$ cat config.mk
export PLATFORM = sky130hd
export DESIGN_NAME = mul_issue_stage
export DESIGN_NICKNAME = d
export VERILOG_FILES = /design/src/rtl/mul_pkg.sv /design/src/rtl/mul_hi_correct.sv /design/src/rtl/mul_issue_stage.sv
export SDC_FILE = /design/constraint.sdc
export NUM_CORES = 1
export LEC_CHECK = 0
export ABC_AREA = 1
export BUFFER_PORTS_ARGS = -buffer_cell sky130_fd_sc_hd__buf_2
export CORE_AREA = 8 8 217 219
export DETAILED_ROUTE_END_ITERATION = 16
export DIE_AREA = 0 0 225 227
export GPL_TIMING_DRIVEN = 0
export PLACE_DENSITY = 0.52
export SETUP_SLACK_MARGIN = 0.2
export SLEW_MARGIN = 20
export SYNTH_ARGS = -nofsm -noshare
export SYNTH_HDL_FRONTEND = slang
export SYNTH_SLANG_ARGS = --single-unit
$ cat constraint.sdc
create_clock -name clk -period 3.9 [get_ports clk]
set_input_delay 0.39 -clock clk [delete_from_list [all_inputs] [get_ports clk]]
set_output_delay 0.39 -clock clk [all_outputs]
set_load 0.02 [all_outputs]
$ cat src/rtl/mul_pkg.sv
// mul_pkg: shared definitions for the multiply issue stage.
//   mul_op_t     - RISC-V M-extension multiply op select (2 bits)
//   MUL_RES_W    - result word width
//   MUL_PROD_W   - full signed product width from SignedMultiplier32
package mul_pkg;

    localparam int unsigned MUL_RES_W  = 32;
    localparam int unsigned MUL_PROD_W = 2 * MUL_RES_W;

    typedef enum logic [1:0] {
        MUL_OP_MUL    = 2'b00,
        MUL_OP_MULH   = 2'b01,
        MUL_OP_MULHSU = 2'b10,
        MUL_OP_MULHU  = 2'b11
    } mul_op_t;

endpackage : mul_pkg

$ cat src/rtl/mul_hi_correct.sv
// mul_hi_correct: turns the signed 64-bit product into the 32-bit result
// for the requested op, correcting the high word for unsigned operands.
// Ports:
//   i_op        - op select
//   i_a, i_b    - original rs1/rs2 operands
//   i_product   - signed product of i_a * i_b
//   o_result_c  - selected/corrected result (combinational)
module mul_hi_correct
    import mul_pkg::*;
(
    input  mul_op_t                 i_op,
    input  logic [MUL_RES_W-1:0]    i_a,
    input  logic [MUL_RES_W-1:0]    i_b,
    input  logic [MUL_PROD_W-1:0]   i_product,
    output logic [MUL_RES_W-1:0]    o_result_c
);

    logic [MUL_RES_W-1:0] w_hi;
    logic [MUL_RES_W-1:0] w_lo;
    logic [MUL_RES_W-1:0] w_fix_b;
    logic [MUL_RES_W-1:0] w_fix_a;

    assign w_hi = i_product[MUL_PROD_W-1:MUL_RES_W];
    assign w_lo = i_product[MUL_RES_W-1:0];

    // Reading an operand as unsigned adds 2^32 * (other operand) when its
    // sign bit is set; only the high word sees that term.
    assign w_fix_b = i_b[MUL_RES_W-1] ? i_a : '0;
    assign w_fix_a = i_a[MUL_RES_W-1] ? i_b : '0;

    always_comb begin
        o_result_c = w_hi;
        case (i_op)
            MUL_OP_MUL:    o_result_c = w_lo;
            MUL_OP_MULH:   o_result_c = w_hi;
            MUL_OP_MULHSU: o_result_c = w_hi + w_fix_b;
            MUL_OP_MULHU:  o_result_c = w_hi + w_fix_a + w_fix_b;
        endcase
    end

endmodule : mul_hi_correct

$ cat src/rtl/mul_issue_stage.sv
// mul_issue_stage: two-stage pipeline wrapped around an external
// combinational SignedMultiplier32 (instantiated by the parent).
//   S1 registers the request and drives mul_a/mul_b; S2 registers the
//   corrected result and drives rsp_*.
// Ports:
//   clk, rst            - clock, synchronous active-high reset
//   flush               - pipeline flush (only when MUL_FLUSH_EN is defined)
//   req_valid/ready     - request handshake; req_op, req_a, req_b, req_tag
//   mul_a, mul_b        - operands to SignedMultiplier32 (from S1)
//   mul_product         - signed product from SignedMultiplier32
//   rsp_valid/ready     - response handshake; rsp_result, rsp_tag
//   busy                - any stage holds a valid operation
// Configuration macro: MUL_FLUSH_EN adds the flush input.
module mul_issue_stage
    import mul_pkg::*;
#(
    parameter int unsigned TAG_W = 5
) (
    input  logic                    clk,
    input  logic                    rst,
`ifdef MUL_FLUSH_EN
    input  logic                    flush,
`endif
    input  logic                    req_valid,
    output logic                    req_ready,
    input  logic [1:0]              req_op,
    input  logic [MUL_RES_W-1:0]    req_a,
    input  logic [MUL_RES_W-1:0]    req_b,
    input  logic [TAG_W-1:0]        req_tag,
    output logic [MUL_RES_W-1:0]    mul_a,
    output logic [MUL_RES_W-1:0]    mul_b,
    input  logic [MUL_PROD_W-1:0]   mul_product,
    output logic                    rsp_valid,
    input  logic                    rsp_ready,
    output logic [MUL_RES_W-1:0]    rsp_result,
    output logic [TAG_W-1:0]        rsp_tag,
    output logic                    busy
);

    logic                   r_s1_valid;
    mul_op_t                r_s1_op;
    logic [MUL_RES_W-1:0]   r_s1_a;
    logic [MUL_RES_W-1:0]   r_s1_b;
    logic [TAG_W-1:0]       r_s1_tag;

    logic                   r_s2_valid;
    logic [MUL_RES_W-1:0]   r_s2_result;
    logic [TAG_W-1:0]       r_s2_tag;

    logic                   w_s1_adv;
    logic                   w_s2_adv;
    logic                   w_flush;
    logic [MUL_RES_W-1:0]   w_result;

`ifdef MUL_FLUSH_EN
    assign w_flush = flush;
`else
    assign w_flush = 1'b0;
`endif

    // Each stage moves when it is empty or its consumer is taking its content.
    assign w_s2_adv  = !r_s2_valid || rsp_ready;
    assign w_s1_adv  = !r_s1_valid || w_s2_adv;
    assign req_ready = w_s1_adv && !w_flush;

    mul_hi_correct u_hi_correct (
        .i_op       (r_s1_op),
        .i_a        (r_s1_a),
        .i_b        (r_s1_b),
        .i_product  (mul_product),
        .o_result_c (w_result)
    );

    // Pipeline registers; flush drops valids but leaves data untouched.
    always_ff @(posedge clk) begin
        if (rst) begin
            r_s1_valid  <= 1'b0;
            r_s1_op     <= MUL_OP_MUL;
            r_s1_a      <= '0;
            r_s1_b      <= '0;
            r_s1_tag    <= '0;
            r_s2_valid  <= 1'b0;
            r_s2_result <= '0;
            r_s2_tag    <= '0;
        end else if (w_flush) begin
            r_s1_valid  <= 1'b0;
            r_s2_valid  <= 1'b0;
        end else begin
            if (w_s2_adv) begin
                r_s2_valid  <= r_s1_valid;
                r_s2_result <= w_result;
                r_s2_tag    <= r_s1_tag;
            end
            if (w_s1_adv) begin
                r_s1_valid  <= req_valid;
                r_s1_op     <= mul_op_t'(req_op);
                r_s1_a      <= req_a;
                r_s1_b      <= req_b;
                r_s1_tag    <= req_tag;
            end
        end
    end

    assign mul_a      = r_s1_a;
    assign mul_b      = r_s1_b;
    assign rsp_valid  = r_s2_valid;
    assign rsp_result = r_s2_result;
    assign rsp_tag    = r_s2_tag;
    assign busy       = r_s1_valid || r_s2_valid;

endmodule : mul_issue_stage
==> results <==
- The run finished with clean final reports.
- The estimated wirelength of the detail-placed design is 40800 µm.
- The violation count after the first detailed-routing iteration is 788.
- The reported max-cap violation count is 0.
- In this run, synthesis produced a sequential element count of 110.
- In this run, post-CTS hold repair placed 0 buffers.
- The sequential fraction of the synthesis area is 0.212.
- Of the post-synthesis cell area, the dominant cell type holds 0.222.
- The worst path needs 3.54 ns of the cycle, external delays included.
- The placeable core region is 43600 µm².
- The number of optimization iterations in the first detailed-route pass is 5.
- The worst hold path class is in2reg.
- In the finished design, the share of the clock period the worst path needs comes to 0.908.
- The post-route clock skew is 0.00920 ns.
- The detail route stage leaves a number of antenna-violating nets equal to 0.
- In this run the deepest clock path goes through 2 buffers.
- Entering global routing, the biggest net connects 19 pins.
- The total track usage is 0.181.
- For this design the static power due to leakage is 0.00734 µW.
- The synthesis warning total is 0.
- In the routed layout, each cell is associated on average with a via count of 4.59.
- The transition time of the tightest slew-check pin is 0.783 ns.
- Gates resized during post-CTS repair numbered 7.
- The arrival time of data at the critical path endpoint is 3.79 ns.
- Buffers placed on the I/O ports in this run total 242.
- Dividing total power by cell area gives a power density of 264 nW/µm².
- The H-tree was split into 3 levels.
- The post-route setup TNS is 0 ns.
- The number of enable flip-flop cells after synthesis is 0.
- Based on the critical path, the design can be clocked at up to 0.282 GHz.
- In the post-synthesis netlist, the biggest area contributors are sky130_fd_sc_hd__nand2_1 22%, sky130_fd_sc_hd__dfxtp_1 21%, sky130_fd_sc_hd__inv_1 11%.
- The critical path's slowest cell is sky130_fd_sc_hd__fa_2.
- Pin placement for this block handled 243 I/O pins.
- After clock tree synthesis, the clock-pin slew on the worst setup and hold paths is 0.08 ns.
- The initial utilization of the core area, before any placement, comes to 0.238.
- The number of global-route vias before repair was 12.3k.
- The number of nets handed over by synthesis was 2009.
- Synthesis produced a netlist whose cell count is 1776.
- The number of max-slew violations in the final report is 0.
- The proportion of synthesized flip-flops having asynchronous set or reset is 0.
- The area growth from synthesis to layout is 22.0%.
- The worst-skew pair later-pin latency is 0.37 ns.
- The die extent in y is 227 µm.
- The required time of the worst setup path is 4.15 ns.
- After detailed routing, the average wire length per cell comes to 17.7 µm.
- sky130_fd_sc_hd__nand2_1 takes more of the synthesized area than any other cell.
- Along the worst path, the maximum fanout reaches 10.
- After synthesis, the netlist uses 43 different library cells.
- The total number of nets in the final design is 2262.
- At the end of routability-driven placement, the weighted congestion stood at 0.957.
- The share of cells above drive strength 1 is 0.158.
- TritonCTS built the clock tree.
- Headroom to the max-slew limit came out at 0.478.
- The TritonCTS buffer count is 9.
- The tree built by TritonCTS fans out to 110 sinks.
- Setup repair after global routing could not meet its margin everywhere.
- The worst setup path is captured at a flip-flop.
- The chip width is 225 µm.
- Counting the fill cells in the layout gives 4999.
- The prevailing post-synth register cell is sky130_fd_sc_hd__dfxtp_1.
- The setup-violating endpoint count in the final report is 0.
- In this run the mean area of a mapped cell was 5.84 µm².
- Summed over all layers, the global routing overflow is 0.
- The maximum resistive drop on vdd is 0.302 mV.
- For this run, the slowest stage of the critical path takes 0.44 ns.
- The worst setup path is launched from a flip-flop.
- The overall routed net length is 46600 µm.
- The post-CTS setup buffer count is 0.
- The worst hold margin is 0.258 ns.
- The wire length of the first global-routing pass is 70600 µm.
- The number of antenna violations at the first check in global routing is 4.
- The die covers 51100 µm².
- The critical path goes through clkbuf_4 > buf_4 > nand2_1 > inv_1 > fa_1 > ha_1 > fa_2 > nand3_1 > nand3_2 > nand2_1 > nand2_1 > nand2_1 > nand2_2 > or2_2 > nand3_1 > nand3_1 > o21ai_1 > a21oi_1.
- The overall via count from detail_route is 12.1k.
- In this run the core area contains 77 standard-cell rows.
- The critical path in this run is classified as reg2reg.
- The clock tree root driver cell is sky130_fd_sc_hd__clkbuf_16.
- By instance count, the cell type seen most on the critical path is sky130_fd_sc_hd__nand2_1.
- The number of failing hold endpoints at the final stage is 0.
- The remaining routing DRC violations is 0.
- The synthesized netlist occupies a cell area of 10400 µm².
where the power goes:
group | internal (µW) | switching (µW) | total [µW]
Sequential | 1200 | 67.7 | 1270
Clock | 505 | 468 | 973
Combinational | 358 | 740 | 1100
Total | 2070 | 1280 | 3340
sequential cells by signal, summed over array words and instances, names as in the netlist:
register	cells
r_s1_op	2
mul_a	32
mul_b	32
rsp_tag	5
rsp_valid	1
rsp_result	32
r_s1_tag	5
r_s1_valid	1
worst max-delay path, delay by kind of cell, from the launching register on:
family	cells	cell delay [ns]
buffers and inverters	3	0.50
and+or+nand+nor	10	1.24
adders and majority gates	3	1.12
DFF	1	0.36
AOI/OAI and AO/OA	2	0.20
layer usage:
metal / track usage / vias to the layer above / routed length [µm] / share of wire
li1: - / 6090 / - / -
met1: 0.225 / 5576 / 20400 / 0.44
met2: 0.315 / 331 / 22600 / 0.48
met3: 0.0286 / 55 / 2430 / 0.052
met4: 0.0580 / 2 / 1230 / 0.026
met5: 0 / - / 11 / 0.00024
synth_stat cells, drive strengths merged, types with 2 or more instances:
| cell type | instances |
|---|---|
| nand2 | 620 |
| inv | 300 |
| nand3 | 175 |
| a21oi | 151 |
| nor2 | 112 |
| dfxtp | 110 |
| o21ai | 68 |
| ha | 61 |
| clkbuf | 44 |
| fa | 33 |
| or2 | 18 |
| nand4 | 16 |
| buf | 13 |
| nor3 | 13 |
| nand3b | 10 |
| and2 | 4 |
| o211ai | 4 |
| a31oi | 3 |
| a41oi | 3 |
| o21bai | 3 |
| xnor2 | 3 |
| a21o | 2 |
| nor4 | 2 |
worst paths after layout:
path                                       end        start  cells past startpoint  slack [ns]
worst max register to register  rsp_result[15]    mul_a[31]                     18        0.36
worst max-delay path            rsp_result[15]    mul_a[31]                     18        0.36
worst min register to register     r_s1_tag[4]  r_s1_tag[4]                      2        0.48
worst min-delay path                 mul_a[16]    req_a[16]                      3        0.26
cell usage in the layout (no fill, tap or decap), drive strengths merged, types with 2 or more instances in the layout:
master    instances
o21ai            68
clkbuf           52
a31oi             3
o211ai            4
o21bai            3
ha               61
a21oi           151
a21o              2
nand3           175
clkinvlp          2
nor4              2
nor2            112
a41oi             3
inv             302
xnor2             3
nand2           620
nand3b           10
buf             257
and2              4
or2              18
diode             3
nand4            16
nor3             13
fa               33
dfxtp           110
cell type report:
class,count,area [µm²],area share
Antenna cell,3,7.51,0.000593
Buffer,58,263,0.0208
Clock buffer,10,229,0.0181
Clock inverter,6,70.1,0.00553
Inverter,300,1130,0.0889
Multi-Input combinational cell,1308,6810,0.538
Sequential cell,110,2200,0.174
Tap cell,592,741,0.0585
Timing Repair Buffer,242,1210,0.0957
logic make-up after synthesis:
kind of cell	synth area share
AND/OR/NAND/NOR	0.396
buffers and inverters	0.132
AO/OA/AOI/OAI	0.120
flip-flops	0.212
adder cells (fa/ha/maj)	0.137
XOR/XNOR	0.00338
per-stage QoR:
stage	instance area, µm²	util	cells	power [µW]	setup WS, ns
floorplan	10400	-	1776	1940	0.589
detailed placement	12300	0.283	2610	2380	-0.167
CTS	12600	0.290	2626	3350	0.210
global route	12700	0.290	2628	3530	0.186
finish	12700	0.290	2629	3340	0.359
global placement	12300	0.283	2610	2380	-0.156
Note: power is estimated with default switching activity, not from simulation.
